### src/rtl/sigs_code_gen_if.sv
// rtl/sigs_code_gen_if.sv - control and chip-output bundle of the spreading-code generator
//
// Signals (master drives controls, slave drives chip outputs):
//   en            chip strobe, phase steps once per en cycle
//   advance       slip request, move forward by step extra chips
//   retard        slip request, move backward by step chips
//   step          slip magnitude in chips
//   load          load pattern and length
//   load_len      new code length (clamped to 2..CODE_LEN)
//   load_pattern  new pattern, bit i = chip i
//   code          prompt chip
//   code_e        early chip (phase+1 mod len)
//   code_l        late chip (phase-1 mod len)
//   epoch         one-cycle pulse aligned with the first chip after a wrap
//   phase         current phase index
interface sigs_code_gen_if #(
    parameter int CODE_LEN = 16,
    parameter int STEP_W   = 4,
    parameter int PH_W     = $clog2(CODE_LEN)
);
    logic                en;
    logic                advance;
    logic                retard;
    logic [STEP_W-1:0]   step;
    logic                load;
    logic [PH_W:0]       load_len;
    logic [CODE_LEN-1:0] load_pattern;
    logic                code;
    logic                code_e;
    logic                code_l;
    logic                epoch;
    logic [PH_W-1:0]     phase;

    modport master (
        output en, advance, retard, step, load, load_len, load_pattern,
        input  code, code_e, code_l, epoch, phase
    );

    modport slave (
        input  en, advance, retard, step, load, load_len, load_pattern,
        output code, code_e, code_l, epoch, phase
    );
endinterface

### src/rtl/sigs_code_gen.sv
// rtl/sigs_code_gen.sv - runtime-loadable spreading-code generator with slip control
//
// Ports:
//   clk   system clock, rising edge
//   rst   asynchronous active-low reset
//   bus   sigs_code_gen_if.slave: controls in, early/prompt/late chips,
//         epoch and phase out
module sigs_code_gen #(
    parameter int                CODE_LEN = 16,
    parameter logic [CODE_LEN-1:0] SEED   = 16'hff00,
    parameter int                STEP_W   = 4,
    parameter int                PH_W     = $clog2(CODE_LEN)
) (
    input  logic           clk,
    input  logic           rst,
    sigs_code_gen_if.slave bus
);
    // Phase arithmetic is done on a biased sum P + 1 + len +/- s, which lies in
    // [2, 3*len-1]; XW bits hold it with no overflow or underflow.
    localparam int XW = PH_W + 2;
    localparam int SW = (STEP_W > PH_W + 1) ? STEP_W : PH_W + 1;
    localparam logic [PH_W:0] LEN_MAX = (PH_W + 1)'(CODE_LEN);
    localparam logic [PH_W:0] LEN_MIN = (PH_W + 1)'(2);

    logic [CODE_LEN-1:0] pattern_q;
    logic [PH_W:0]       len_q;
    logic [PH_W-1:0]     p_q;
    logic                pend_adv_q;
    logic                pend_ret_q;
    logic [PH_W-1:0]     pend_s_q;
    logic                wrap_q;

    logic [SW-1:0]   step_x;
    logic [SW-1:0]   lenm1_x;
    logic [PH_W-1:0] s_cur;
    logic            pin_req;
    logic            req_adv;
    logic            req_ret;
    logic [PH_W-1:0] s_req;
    logic            cancel;
    logic [XW-1:0]   x_sum;
    logic [XW-1:0]   len_x;
    logic [XW-1:0]   len2_x;
    logic [PH_W-1:0] p_nxt;
    logic            wrap_nxt;
    logic [PH_W-1:0] idx_e;
    logic [PH_W-1:0] idx_l;
    logic [PH_W:0]   len_clamped;

    always_comb begin
        step_x   = SW'(bus.step);
        lenm1_x  = SW'(len_q - 1'b1);
        s_cur    = (step_x > lenm1_x) ? PH_W'(lenm1_x) : PH_W'(step_x);

        // Live pins take precedence over a request parked between strobes.
        pin_req  = bus.advance | bus.retard;
        req_adv  = pin_req ? bus.advance : pend_adv_q;
        req_ret  = pin_req ? bus.retard  : pend_ret_q;
        s_req    = pin_req ? s_cur       : pend_s_q;
        cancel   = req_adv & req_ret;

        len_x    = XW'(len_q);
        len2_x   = len_x << 1;
        x_sum    = XW'(p_q) + XW'(1'b1) + len_x;
        if (req_adv && !cancel) begin
            x_sum = x_sum + XW'(s_req);
        end
        if (req_ret && !cancel) begin
            x_sum = x_sum - XW'(s_req);
        end

        // x_sum >= 2*len means P+delta >= len; a retard below zero lands in
        // [0, len) of the biased sum and never flags a wrap.
        wrap_nxt = 1'b0;
        if (x_sum >= len2_x) begin
            p_nxt    = PH_W'(x_sum - len2_x);
            wrap_nxt = 1'b1;
        end else if (x_sum >= len_x) begin
            p_nxt    = PH_W'(x_sum - len_x);
        end else begin
            p_nxt    = PH_W'(x_sum);
        end

        idx_e = ({1'b0, p_q} + 1'b1 == len_q) ? '0 : p_q + 1'b1;
        idx_l = (p_q == '0) ? PH_W'(len_q - 1'b1) : p_q - 1'b1;

        if (bus.load_len < LEN_MIN) begin
            len_clamped = LEN_MIN;
        end else if (bus.load_len > LEN_MAX) begin
            len_clamped = LEN_MAX;
        end else begin
            len_clamped = bus.load_len;
        end
    end

    always_ff @(posedge clk or negedge rst) begin
        if (!rst) begin
            pattern_q  <= SEED;
            len_q      <= LEN_MAX;
            p_q        <= '0;
            pend_adv_q <= 1'b0;
            pend_ret_q <= 1'b0;
            pend_s_q   <= '0;
            wrap_q     <= 1'b0;
            bus.code   <= 1'b0;
            bus.code_e <= 1'b0;
            bus.code_l <= 1'b0;
            bus.epoch  <= 1'b0;
        end else begin
            // Chip outputs sample the phase before this edge's update.
            bus.code   <= pattern_q[p_q];
            bus.code_e <= pattern_q[idx_e];
            bus.code_l <= pattern_q[idx_l];
            // wrap_q lands with the phase update, so epoch one edge later lines
            // up with the first chip presented after the wrap.
            bus.epoch  <= bus.load ? 1'b0 : wrap_q;
            wrap_q     <= 1'b0;

            if (bus.load) begin
                pattern_q  <= bus.load_pattern;
                len_q      <= len_clamped;
                p_q        <= '0;
                pend_adv_q <= 1'b0;
                pend_ret_q <= 1'b0;
                pend_s_q   <= '0;
            end else if (bus.en) begin
                p_q        <= p_nxt;
                wrap_q     <= wrap_nxt;
                pend_adv_q <= 1'b0;
                pend_ret_q <= 1'b0;
                pend_s_q   <= '0;
            end else if (bus.advance && bus.retard) begin
                pend_adv_q <= 1'b0;
                pend_ret_q <= 1'b0;
                pend_s_q   <= '0;
            end else if (pin_req) begin
                pend_adv_q <= bus.advance;
                pend_ret_q <= bus.retard;
                pend_s_q   <= s_cur;
            end
        end
    end

    assign bus.phase = p_q;
endmodule

### src/flat_wrapper.sv
// flat-port wrapper written by rule: the top's interface ports become plain ports
module sigs_code_gen_flat 
#(
    parameter int                CODE_LEN = 16,
    parameter logic [CODE_LEN-1:0] SEED   = 16'hff00,
    parameter int                STEP_W   = 4,
    parameter int                PH_W     = $clog2(CODE_LEN)
)
  (clk, rst, bus_en, bus_advance, bus_retard, bus_step, bus_load, bus_load_len, bus_load_pattern, bus_code, bus_code_e, bus_code_l, bus_epoch, bus_phase);
  sigs_code_gen_if #(.CODE_LEN(CODE_LEN), .STEP_W(STEP_W), .PH_W(PH_W)) bus_i ();
  input  logic clk;
  input  logic rst;
  input wire logic [$bits(bus_i.en)-1:0] bus_en;
  input wire logic [$bits(bus_i.advance)-1:0] bus_advance;
  input wire logic [$bits(bus_i.retard)-1:0] bus_retard;
  input wire logic [$bits(bus_i.step)-1:0] bus_step;
  input wire logic [$bits(bus_i.load)-1:0] bus_load;
  input wire logic [$bits(bus_i.load_len)-1:0] bus_load_len;
  input wire logic [$bits(bus_i.load_pattern)-1:0] bus_load_pattern;
  output wire logic [$bits(bus_i.code)-1:0] bus_code;
  output wire logic [$bits(bus_i.code_e)-1:0] bus_code_e;
  output wire logic [$bits(bus_i.code_l)-1:0] bus_code_l;
  output wire logic [$bits(bus_i.epoch)-1:0] bus_epoch;
  output wire logic [$bits(bus_i.phase)-1:0] bus_phase;
  assign bus_i.en = bus_en;
  assign bus_i.advance = bus_advance;
  assign bus_i.retard = bus_retard;
  assign bus_i.step = bus_step;
  assign bus_i.load = bus_load;
  assign bus_i.load_len = bus_load_len;
  assign bus_i.load_pattern = bus_load_pattern;
  assign bus_code = bus_i.code;
  assign bus_code_e = bus_i.code_e;
  assign bus_code_l = bus_i.code_l;
  assign bus_epoch = bus_i.epoch;
  assign bus_phase = bus_i.phase;
  sigs_code_gen #(.CODE_LEN(CODE_LEN), .SEED(SEED), .STEP_W(STEP_W), .PH_W(PH_W)) u_core (.clk(clk), .rst(rst), .bus(bus_i));
endmodule
### config.mk
export PLATFORM = sky130hd
export DESIGN_NAME = sigs_code_gen_flat
export DESIGN_NICKNAME = d
export VERILOG_FILES = /design/src/rtl/sigs_code_gen_if.sv /design/src/rtl/sigs_code_gen.sv /design/src/flat_wrapper.sv
export SDC_FILE = /design/constraint.sdc
export NUM_CORES = 1
export LEC_CHECK = 0
export BUFFER_PORTS_ARGS = -buffer_cell sky130_fd_sc_hd__buf_2
export CELL_PAD_IN_SITES_DETAIL_PLACEMENT = 1
export CELL_PAD_IN_SITES_GLOBAL_PLACEMENT = 2
export CORE_UTILIZATION = 24
export CTS_CLUSTER_SIZE = 10
export DETAILED_ROUTE_END_ITERATION = 8
export GPL_TIMING_DRIVEN = 0
export PLACE_DENSITY_LB_ADDON = 0.1
export SETUP_SLACK_MARGIN = 0.15
export SYNTH_ARGS = -nofsm -noshare
export SYNTH_HDL_FRONTEND = slang
export SYNTH_SLANG_ARGS = --single-unit
### constraint.sdc
create_clock -name clk -period 6.7 [get_ports clk]
set_input_delay 1.005 -clock clk [delete_from_list [all_inputs] [get_ports clk]]
set_output_delay 1.005 -clock clk [all_outputs]
set_load 0.02 [all_outputs]
Word-level counts from Yosys, hierarchy flattened --
Cells that the tools add are included.
Word-level totals: bits of input ports 31, register bits after elaboration 36
Cells by class: reduce and logical (&&, ||, !) cells 6, eq/ne operators 1, add/subtract/negate cells 10, magnitude comparators 8, bitwise gates (word level) 2, muxes and demuxes 33
Operators with widths (number):
- $mux 4 | 11
- $lt 4x5->1 const B | 3
- $mux 1 | 15
- $bmux 1 s4 | 3
- $mux 6 | 2
- $add 4x1->5 const B | 2
- $mux 5 | 2
- $sub 4x4->4 | 2
- $add 5x5->6 | 1
- $add 6x4->6 | 1
- $ge 6x5->1 | 1
- $ge 6x6->1 | 1
- $sub 6x4->6 | 1
- $eq 5x5->1 | 1
- $gt 4x5->1 | 1
- $gt 5x5->1 const B | 1
- $lt 5x2->1 const B | 1
- $sub 5x1->5 const B | 1
- $add 4x1->4 const B | 1
- $logic_not 4->1 | 1
- $sub 4x1->4 const B | 1
- $logic_and 1x1->1 | 3
- $reduce_bool 2->1 | 1
- $and 1x1->1 | 1
- 2 further kinds | 2

Logic depth before layout (Yosys ltp) --
word-level depth 13, mapped depth 29

Least setup slack after synthesis --
No wires, ideal clock.
path kind input -> register, from in bus_step[2], to reg u_core.p_q[1] (netlist: u_core.bus.phase[1]), setup time 0.080 ns, path buffers 0, setup slack 0.644 ns, arrival 5.976 ns, stages 25, cells stage by stage ha_1 > nand3_1 > o221ai_1 > nand3_1 > nor2_1 > a21oi_1 > o21ai_0 > ha_1 > inv_1 > fa_1 > mux2i_1 > inv_1 > fa_1 > xnor2_1 > o22ai_1 > xnor2_1 > ha_1 > a21boi_0 > o21ai_0 > nand2b_1 > a21oi_1 > or2b_2 > mux2i_4 > mux2_4 > o22ai_2
On the way: cells in the longest elaborated chain, start to end 12
Ends and longest elaborated chain:
- start: declaration | RTL line flat_wrapper.sv:16 | input wire logic [$bits(bus_i.step)-1:0] bus_step;
- $gt 4x5->1 | RTL line sigs_code_gen.sv:53 | s_cur = (step_x > lenm1_x) ? PH_W'(lenm1_x) : PH_W'(step_x);
- $mux 4 * | RTL line sigs_code_gen.sv:53
- $mux 4 *
- $add 6x4->6 | RTL line sigs_code_gen.sv:66 | x_sum = x_sum + XW'(s_req);
- $mux 6 | RTL line sigs_code_gen.sv:65 | if (req_adv && !cancel) begin
- $sub 6x4->6 | RTL line sigs_code_gen.sv:69 | x_sum = x_sum - XW'(s_req);
- $mux 6 * | RTL line sigs_code_gen.sv:68 | if (req_ret && !cancel) begin
- $ge 6x5->1 / $sub 4x4->4 (equally long branches) | RTL line sigs_code_gen.sv:78, sigs_code_gen.sv:79
- $mux 4 | RTL line sigs_code_gen.sv:78 | end else if (x_sum >= len_x) begin
- $mux 4 * | RTL line sigs_code_gen.sv:75 | if (x_sum >= len2_x) begin
- $mux 4 * | RTL line sigs_code_gen.sv:126 | end else if (bus.en) begin
- $mux 4 * | RTL line sigs_code_gen.sv:119 | if (bus.load) begin
- end signal: assignment | RTL line sigs_code_gen.sv:127 | p_q <= p_nxt;
- end: declaration | RTL line sigs_code_gen.sv:27 | logic [PH_W-1:0] p_q;
Every way passes the cells marked *; elsewhere a longest branch is shown, timed or not. The select of a mux whose other input is x is not followed. A chain may end at the register's enable or synchronous reset.

Worst setup path in the final report --
from reg u_core.len_q[0], to reg u_core.p_q[1] (netlist: u_core.bus.phase[1])
On the way: cells in the longest elaborated chain, start to end 13
Ends and longest elaborated chain:
- start: declaration | RTL line sigs_code_gen.sv:26 | logic [PH_W:0] len_q;
- start signal: assignment | RTL line sigs_code_gen.sv:121 | len_q <= len_clamped;
- $sub 5x1->5
- $gt 4x5->1 | RTL line sigs_code_gen.sv:53
- $mux 4 | RTL line sigs_code_gen.sv:53
- $mux 4
- $add 6x4->6 | RTL line sigs_code_gen.sv:66
- $mux 6 | RTL line sigs_code_gen.sv:65
- $sub 6x4->6 | RTL line sigs_code_gen.sv:69
- $mux 6 | RTL line sigs_code_gen.sv:68
- $ge 6x5->1 / $sub 4x4->4 (equally long branches) | RTL line sigs_code_gen.sv:78, sigs_code_gen.sv:79
- $mux 4 | RTL line sigs_code_gen.sv:78
- $mux 4 * | RTL line sigs_code_gen.sv:75
- $mux 4 * | RTL line sigs_code_gen.sv:126
- $mux 4 * | RTL line sigs_code_gen.sv:119
Marks and branches as above.

==> impl_results.md <==
- Outcome: finished clean
- Vias in the first global route: 2916
- Die outline width: 121 um
- Worst-margin pin slew: 0.861 ns
- Final core occ: 0.305
- Lkg Pwr: 1.85 nW
- Cells after Synth: 347
- Router iterations before antenna repair: 4
- WL/cell: 17.8 um
- Total CTS buffers: 5
- Number of H-tree levels: 2
- Detail Placement HPWL: 8150 um
- Initial drt markers: 128
- CP max-delay cell: fa_1
- CTS tree: done
- Crit path launch: u_core.len_q[0]
- Async set-reset flop share out of synthesis: 1.00
- Worst R2R End: u_core.bus.phase[1]
- Die footprint: 0.0147 sq mm
- DR vias: 2867
- First-pass GRT wire length: 16400 um
- Routed wire length: 10400 um
- Reg2reg start: u_core.len_q[0]
- Syn-to-layout area delta: 24.2%
- Die span in y: 121 um
- Critical Path RT: 6.91 ns
- Post-synthesis instance area: 0.00341 sq mm
- DRT antenna net count: 0
- Drt via density: 4.90
- Hold Vio Cnt, Final: 0
- Met1 Track Usage GR: 0.213
- CTS root buffer: clkbuf_16
- Worst-path clk slew: 0.06 ns
- Dpl cells: 563
- Critical setup path kind: register to register
- Global-route layer with the greatest usage: met2
- Max VDD drop: 94.4 uV
- Worst path max stage delay: 0.48 ns
- Worst Hold Path Cells: 1
- Final setup margin: 0.532 ns
- Area of the core: 0.0139 sq mm
- GRT Overall Usage: 0.147
- Layout cell share with drive strength beyond 1: 0.358
- Grt ovf: 0
- PortBufs: 36
- Hold/Removal Path Class: register to register
- Synthesized net count: 410
- Layout Cells excl Fill: 585
- I/O pin total: 39
- Max_slew headroom: 0.426
- Fin Setup TNS: 0 ns
- Global-route met2 utilization: 0.230
- Crit end category: register
- CP Launch Type: register
- Largest net degree at the start of global routing: 37
- RSZ-0062 raised after global routing: no
- Fin. max-slew vios: 0
- Power per cell area: 420 mW/mm^2
- Initial Utilization: 0.246
- Remaining DRCs: 0
- Clock Sinks: 36
- Site Rows: 43
- Period utilisation layout: 0.921
- Synth unique cells: 65
- Total power: 0.00178 W
- Hold wc startpoint: u_core.wrap_q
- Peak Freq: 0.162 GHz
- Clk Latency, worst-skew pair: 0.28 ns
- Register bit count reported by yosys: 36
- Clk_skew: 0.00551 ns
- Commonest register cell after synthesis: dfrtp_1
- Hold Path End: u_core.bus.epoch
- Clock Tree Buf Depth: 2
- Reg2reg setup slack: 0.53 ns
- Worst EP arrival: 6.37 ns
- Met3 GRT Util: 0.0273
- Nets@finish: 467
- Crit Path Max Fanout: 4
- Post-synthesis sequential area ratio: 0.268
- Post-layout min period: 6.17 ns
- Number of flops mapped to enable cells by yosys: 0
- Final setup viols: 0
- Initial antenna violation count: 0
- Synth warn: 0
- Max-Cap Viols: 0
- DP Worst Slack: -0.880 ns
- Ant diodes: 0
- Final Wtd Congestion: 0.721
- Synthesized area per cell: 9.82 sq um
- Reg2reg path depth: 28
[per-layer routing]
layer | vias to the layer above | routed length [um] | share of wire
li1 | 1373 | - | -
met1 | 1446 | 5280 | 0.51
met2 | 44 | 4750 | 0.46
met3 | 4 | 332 | 0.032
met4 | 0 | 47 | 0.0045
met5 | - | 0 | 0
[cell type report]
type,count,area (sq um)
Fill cell,1594,9650
Clock inverter,1,7.51
Buffer,10,68.8
Clock buffer,7,143
Tap cell,180,225
Multi-Input combinational cell,274,2480
Inverter,27,109
Timing Repair Buffer,50,285
Sequential cell,36,915
[critical path, delay by kind of cell (launching register included)]
family	cells	cell delay (ns)
mux	3	0.82
fa+ha+maj	6	2.00
xor+xnor	3	0.68
compound gates	8	1.18
flops	1	0.43
simple gates	5	0.73
buf+inv	3	0.27
[kinds of logic (layout without fill, tap and decap cells)]
| group | after synthesis | after routing | share of synthesized area |
|---|---|---|---|
| simple gates | 99 | 99 | 0.151 |
| buf+inv | 37 | 95 | 0.0499 |
| flops | 36 | 36 | 0.268 |
| xor+xnor | 20 | 20 | 0.0514 |
| fa+ha+maj | 34 | 34 | 0.135 |
| mux | 48 | 48 | 0.190 |
| compound gates | 73 | 73 | 0.155 |
[state kept, by name, summed over array words and instances, names as in the netlist]
register           flops
u_core.bus.code_l      1
u_core.pend_adv_q      1
u_core.bus.code        1
u_core.bus.epoch       1
u_core.pend_s_q        4
u_core.bus.phase       4
u_core.wrap_q          1
u_core.pattern_q      16
u_core.bus.code_e      1
u_core.pend_ret_q      1
u_core.len_q           5
[how the worst max path moves through the flow]
stage	to	slack, ns
global route	u_core.bus.phase[1]	0.13
floorplan	u_core.bus.phase[1]	0.64
CTS	u_core.bus.phase[1]	0.17
global placement	u_core.bus.phase[1]	-0.78
detailed placement	u_core.bus.phase[1]	-0.88
finish	u_core.bus.phase[1]	0.53
[cell usage in the layout, fill, tap and decap left out, types with 5 or more instances in the layout]
cell type,synthesis,routed
mux2_2,19,18
nand3_1,7,5
a21o_1,5,5
nand2_1,19,19
clkbuf_16,0,5
buf_4,1,15
buf_2,4,40
mux2i_1,17,16
xnor2_1,15,12
xor2_1,5,5
nor2_1,34,34
o21ai_0,15,12
dfstp_2,9,9
dfrtp_1,27,25
inv_1,27,25
a21oi_1,14,10
nor2b_1,9,9
ha_1,27,24
mux4_2,10,10
[what timing repair did]
item | CTS | global route
pin swaps | 1 | 7
setup buffers | 7 | 7
gates resized for setup | 15 | 18
hold endpoints to repair | 0 | 0
setup endpoints to repair | 5 | 5
hold buffers | 0 | 0
[cells in the mapped netlist (2+ instances only)]
library cell	instances	share of area
o21ai_0	15	0.022
and3_1	2	0.0037
dfstp_2	9	0.069
and2_1	3	0.0055
mux2_2	19	0.063
xor2_1	5	0.013
a21bo_2	2	0.0059
mux4_2	10	0.066
mux2i_1	17	0.050
ha_1	27	0.099
a21boi_0	2	0.0044
dfrtp_1	27	0.20
buf_2	4	0.0059
xnor2_1	15	0.039
o311ai_0	2	0.0051
o22ai_1	5	0.0092
nor2b_1	9	0.017
nor2_1	34	0.037
fa_1	5	0.029
o31ai_1	3	0.0066
a211oi_1	4	0.0088
nand3_1	7	0.010
nor3_1	4	0.0059
o2bb2ai_1	2	0.0051
nand2_1	19	0.021
nand2b_1	2	0.0037
a21o_1	5	0.011
a2111oi_0	3	0.0077
inv_1	27	0.030
buf_6	3	0.0099
a211o_1	2	0.0051
or2b_2	3	0.0077
nor3_2	2	0.0059
a21oi_1	14	0.021
clkbuf_1	2	0.0022
nor4_1	4	0.0073
[stage by stage]
step	hold slack (ns)	cell area (sq um)
2_1_floorplan	0.439	3410
3_3_place_gp	0.471	3810
3_5_place_dp	0.472	3810
4_1_cts	0.504	4080
5_1_grt	0.548	4230
6_report	0.489	4230
[power breakdown]
group | switching, W | total, W | internal (W) | leakage [nW]
Combinational | 0.000653 | 0.00124 | 0.000588 | 1.34
Clock | 0.0000928 | 0.000241 | 0.000148 | 0.0701
Sequential | 0.0000366 | 0.000294 | 0.000258 | 0.435
Total | 0.000782 | 0.00178 | 0.000994 | 1.85
No activity file was read; power rests on OpenSTA's default activity.
